==> src/rtl/double_buffer_load_ctrl.sv <==
// Load sequencer for a two-bank buffer: fills the inactive bank from a valid/ready
// stream, then issues a one-cycle swap once the consumer has released the active bank.
module double_buffer_load_ctrl #(
  parameter int DATA_WIDTH  = 8,
  parameter int MATRIX_SIZE = 3,
  localparam int AW = (MATRIX_SIZE > 1) ? $clog2(MATRIX_SIZE) : 1
) (
  input  logic                  clk,
  input  logic                  rst,
  input  logic                  in_valid,
  input  logic [DATA_WIDTH-1:0] in_data,
  output logic                  in_ready,
  input  logic                  abort,
  input  logic                  consume_done,
  output logic [AW-1:0]         load_addr,
  output logic [DATA_WIDTH-1:0] load_data,
  output logic                  load_we,
  output logic                  swap_buffers,
  output logic                  active_valid,
  output logic [15:0]           frames_swapped
);

  typedef enum logic {FILL, FULL} state_e;

  localparam logic [AW-1:0] LAST_IDX = AW'(MATRIX_SIZE - 1);

  state_e                state_q, state_d;
  logic [AW-1:0]         idx_q, idx_d;
  logic [AW-1:0]         load_addr_q, load_addr_d;
  logic [DATA_WIDTH-1:0] load_data_q, load_data_d;
  logic                  load_we_q, load_we_d;
  logic                  swap_q, swap_d;
  logic                  active_q, active_d;
  logic [15:0]           frames_q, frames_d;

  always_ff @(posedge clk) begin
    if (rst) begin
      state_q     <= FILL;
      idx_q       <= '0;
      load_addr_q <= '0;
      load_data_q <= '0;
      load_we_q   <= 1'b0;
      swap_q      <= 1'b0;
      active_q    <= 1'b0;
      frames_q    <= '0;
    end else begin
      state_q     <= state_d;
      idx_q       <= idx_d;
      load_addr_q <= load_addr_d;
      load_data_q <= load_data_d;
      load_we_q   <= load_we_d;
      swap_q      <= swap_d;
      active_q    <= active_d;
      frames_q    <= frames_d;
    end
  end

  always_comb begin
    state_d     = state_q;
    idx_d       = idx_q;
    load_addr_d = load_addr_q;
    load_data_d = load_data_q;
    load_we_d   = 1'b0;
    swap_d      = 1'b0;
    active_d    = active_q;
    frames_d    = frames_q;
    case (state_q)
      FILL: begin
        if (consume_done) active_d = 1'b0;
        // abort drops the element offered in the same cycle
        if (abort) begin
          idx_d = '0;
        end else if (in_valid) begin
          load_we_d   = 1'b1;
          load_addr_d = idx_q;
          load_data_d = in_data;
          if (idx_q == LAST_IDX) begin
            idx_d   = '0;
            state_d = FULL;
          end else begin
            idx_d = idx_q + 1'b1;
          end
        end
      end
      FULL: begin
        if (abort) begin
          state_d = FILL;
          if (consume_done) active_d = 1'b0;
        end else if (!active_q || consume_done) begin
          // a coincident consume_done is absorbed: the new frame becomes active
          swap_d   = 1'b1;
          active_d = 1'b1;
          frames_d = frames_q + 16'd1;
          state_d  = FILL;
        end
      end
      default: state_d = FILL;
    endcase
  end

  assign in_ready       = (state_q == FILL) && !rst;
  assign load_addr      = load_addr_q;
  assign load_data      = load_data_q;
  assign load_we        = load_we_q;
  assign swap_buffers   = swap_q;
  assign active_valid   = active_q;
  assign frames_swapped = frames_q;

endmodule

==> config.mk <==
export PLATFORM = sky130hd
export DESIGN_NAME = double_buffer_load_ctrl
export DESIGN_NICKNAME = d
export VERILOG_FILES = /design/src/rtl/double_buffer_load_ctrl.sv
export SDC_FILE = /design/constraint.sdc
export NUM_CORES = 1
export LEC_CHECK = 0
export CAP_MARGIN = 15
export CORE_AREA = 2 2 56 58
export CTS_CLUSTER_DIAMETER = 100
export DETAILED_ROUTE_END_ITERATION = 10
export DIE_AREA = 0 0 58 60
export PLACE_DENSITY_LB_ADDON = 0.08
export SYNTH_ARGS = -nofsm -noshare
export SYNTH_HDL_FRONTEND = slang
export SYNTH_SLANG_ARGS = --single-unit
==> constraint.sdc <==
create_clock -name clk -period 4.35 [get_ports clk]
set_input_delay 0.87 -clock clk [delete_from_list [all_inputs] [get_ports clk]]
set_output_delay 0.87 -clock clk [all_outputs]
set_load 0.03 [all_outputs]
==> metrics.md <==
| Metric | Value |
|---|---|
| Critical path data required time | `3.48 ns` |
| Width of the die | `58 µm` |
| Cell types with the largest area share after synthesis | `sky130_fd_sc_hd__dfxtp_1 (48%), sky130_fd_sc_hd__a21oi_1 (8.3%), sky130_fd_sc_hd__nand2_1 (7.1%)` |
| Largest net degree at the start of global routing | `34` |
| Initial Util | `0.455` |
| Maximum level of the CTS H-tree | `2` |
| Clock Tree Buf Depth | `2` |
| Worst-margin pin slew | `0.621 ns` |
| Vias in the first global route | `1182` |
| Mapped Avg Cell Area | `8.31 µm²` |
| Leakage Power | `0.000614 µW` |
| CP top delay family | `buffers and inverters` |
| Worst path most repeated cell | `sky130_fd_sc_hd__clkdlybuf4s50_1` |
| Endpoint of the worst register-to-register path | `frames_swapped[15]` |
| Number of pins with negative max-slew slack in the final report | `0` |
| Number of hold violations in the final report | `0` |
| Post-detail-place hpwl | `2140 µm` |
| Post-synthesis cell count | `159` |
| Post-CTS Setup Bufs | `0` |
| Worst R2R Start | `state_q` |
| Remaining number of nets flagged by the antenna check after routing | `0` |
| Final critical path time including I/O delays and setup | `2.98 ns` |
| Critical Path Sink Type | `output pin` |
| Placer's final routability congestion estimate | `0.759` |
| Clock-pin slew on the worst setup and hold paths | `0.08 ns` |
| Length in cells of the worst reg-to-reg path | `4` |
| Setup violations, final | `0` |
| Iteration count of the initial detailed-routing pass | `4` |
| Average via count per standard cell | `5.44` |
| First-pass GRT wire length | `5120 µm` |
| Max-cap violations | `0` |
| Total grt overflow | `0` |
| PortBufs | `42` |
| Worst-case clock skew | `0.00325 ns` |
| Routed Wire Length | `3060 µm` |
| Site Rows | `20` |
| Post-route worst setup slack | `1.37 ns` |
| Type of the tightest min-delay check | `reg -> reg` |
| Cell type with the highest aggregate area in the netlist | `sky130_fd_sc_hd__dfxtp_1` |
| Synthesis-to-layout area growth | `38.0%` |
| Number of sinks on the clock net | `32` |
| Sequential area share after synthesis | `0.485` |
| Clk Latency, worst-skew pair | `0.33 ns` |
| End of the worst hold path | `load_data[4]` |
| Die Y-Extent | `60 µm` |
| Slowest cell delay on critical path | `0.68 ns` |
| YS warnings | `0` |
| Post-layout power | `519 µW` |
| Number of design rule violations left after detail routing | `0` |
| Post-Layout Inst Area | `1820 µm²` |
| Upper clock frequency limit | `335 MHz` |
| Worst vdd rail ir drop | `0.179 mV` |
| Post-layout net count | `216` |
| Hold-fix buffer count after cts | `0` |
| Total CTS buffers | `5` |
| Initial antenna violation count | `0` |
| Post-Synthesis Cell Area | `1320 µm²` |
| Share of final-layout standard cells stronger than drive strength 1 | `0.0591` |
| Data arrival, critical path | `2.11 ns` |
| Hold Path Origin | `load_data[4]` |
| Unrepaired setup endpoints after global routing | `false` |
| Clock root buffer master | `sky130_fd_sc_hd__clkbuf_4` |
| Total power divided by cell area | `285 nW/µm²` |
| WP buf/inv | `2` |
| Post-Synthesis Net Count | `173` |
| Relative slew slack | `0.582` |
| Synth unique cells | `32` |
| Number of cells upsized or downsized after cts | `0` |
| Depth of the worst hold-timing path | `2` |
| Commonest non-fill, non-tap cells in the layout | `sky130_fd_sc_hd__clkdlybuf4s50_1 (42), sky130_fd_sc_hd__dfxtp_1 (32), sky130_fd_sc_hd__nand2_1 (25)` |
| Synthesized flop and latch total | `32` |
| Diodes inserted | `0` |
| CP max FO | `2` |
| Detailed Route Iter0 Violations | `51` |
| Total placed instance area | `1760 µm²` |
| I/O pins | `43` |
| TritonCTS clock tree | `built` |
| Critical path type | `in -> out` |
| Worst Setup Slack post-DPL | `1.38 ns` |
| Kind of start point of the critical path | `primary input` |
| Die outline area | `3480 µm²` |
| Commonest non-fill, non-tap cell in the layout | `sky130_fd_sc_hd__clkdlybuf4s50_1` |
| Setup TNS after final layout | `0 ns` |
| Critical Path, Cell by Cell | `clkdlybuf4s50_1 > nor2_1 > clkdlybuf4s50_1` |
| Worst-path cell with the longest stage delay | `sky130_fd_sc_hd__clkdlybuf4s50_1` |
| Area fraction of the dominant cell type after synthesis | `0.485` |
| Outcome | `complete, no violations` |
| Period Utilization, post-route | `0.685` |
| Global-route usage over all layers | `0.194` |
| Number of vias after detailed routing | `1284` |
| Core Area | `2900 µm²` |
| Reg2reg setup slack | `2.55 ns` |
| Final routed wire length divided by cell count | `13.0 µm` |
-- kinds of logic (layout without fill, tap and decap cells) --
logic type | count (synthesis) | after routing | synth area share
flops | 32 | 32 | 0.485
fa+ha+maj | 1 | 1 | 0.00947
xor+xnor | 5 | 5 | 0.0331
simple gates | 73 | 73 | 0.281
buf+inv | 11 | 55 | 0.0322
compound gates | 37 | 37 | 0.159
-- flip-flops by register name, indices dropped and copies added, names as in the netlist --
name            count
state_q             1
active_valid        1
frames_swapped     16
load_we             1
load_addr           2
load_data           8
idx_q               2
swap_buffers        1
-- through the flow --
| step | hold slack [ns] | instances | util |
|---|---|---|---|
| after global routing | 0.478 | 236 | 0.628 |
| after global placement | 0.442 | 227 | 0.606 |
| after CTS | 0.463 | 235 | 0.626 |
| after detailed placement | 0.450 | 227 | 0.606 |
| final | 0.457 | 236 | 0.628 |
| after floorplan | 0.471 | 159 | - |
-- power breakdown --
| part | switching, µW | total [µW] | internal [µW] |
|---|---|---|---|
| Sequential | 2.72 | 300 | 297 |
| Clock | 92.5 | 172 | 79.7 |
| Combinational | 24.2 | 46.6 | 22.3 |
-- layer usage --
metal | GRT usage | up-vias | wire length, µm
met5 | 0 | - | 0
met4 | 0.0997 | 0 | 73
met3 | 0.0563 | 9 | 161
met2 | 0.346 | 38 | 1540
met1 | 0.209 | 595 | 1290
li1 | - | 642 | -
-- worst reg2reg max path: cells and delay by family, from the launching register on --
family	cells	cell delay [ns]
AO/OA/AOI/OAI	1	0.15
flip-flops	1	0.45
AND/OR/NAND/NOR	3	1.14
-- how the worst max path moves through the flow --
stage               startpoint  endpoint  slack [ns]  cells past startpoint
floorplan                  rst  in_ready        1.86                      3
global placement           rst  in_ready        1.37                      3
detailed placement         rst  in_ready        1.38                      3
CTS                        rst  in_ready        1.36                      3
global route               rst  in_ready        1.33                      3
finish                     rst  in_ready        1.37                      3
-- Yosys cell counts, drive strengths merged --
| cell | count |
|---|---|
| nand2 | 25 |
| nor3 | 3 |
| and2 | 1 |
| or4 | 2 |
| nor4 | 2 |
| o21a | 1 |
| nand2b | 3 |
| nor2 | 13 |
| a32oi | 1 |
| o21ba | 1 |
| clkbuf | 7 |
| a22oi | 1 |
| o21ai | 7 |
| xnor2 | 4 |
| or3 | 7 |
| ha | 1 |
| dfxtp | 32 |
| and4 | 2 |
| and3 | 2 |
| nor2b | 2 |
| a21oi | 22 |
| nor3b | 1 |
| xor2 | 1 |
| inv | 3 |
| nand3 | 4 |
| nand4 | 5 |
| o21bai | 1 |
| or3b | 1 |
| a31o | 1 |
| buf | 1 |
| o31ai | 2 |
-- area by class of cell --
class,instances,area [µm²]
Fill cell,283,1080
Sequential cell,32,641
Multi-Input combinational cell,116,638
Inverter,3,11.3
Clock buffer,8,58.8
Tap cell,33,41.3
Timing Repair Buffer,44,433
Note: power is estimated with default switching activity, not from simulation.
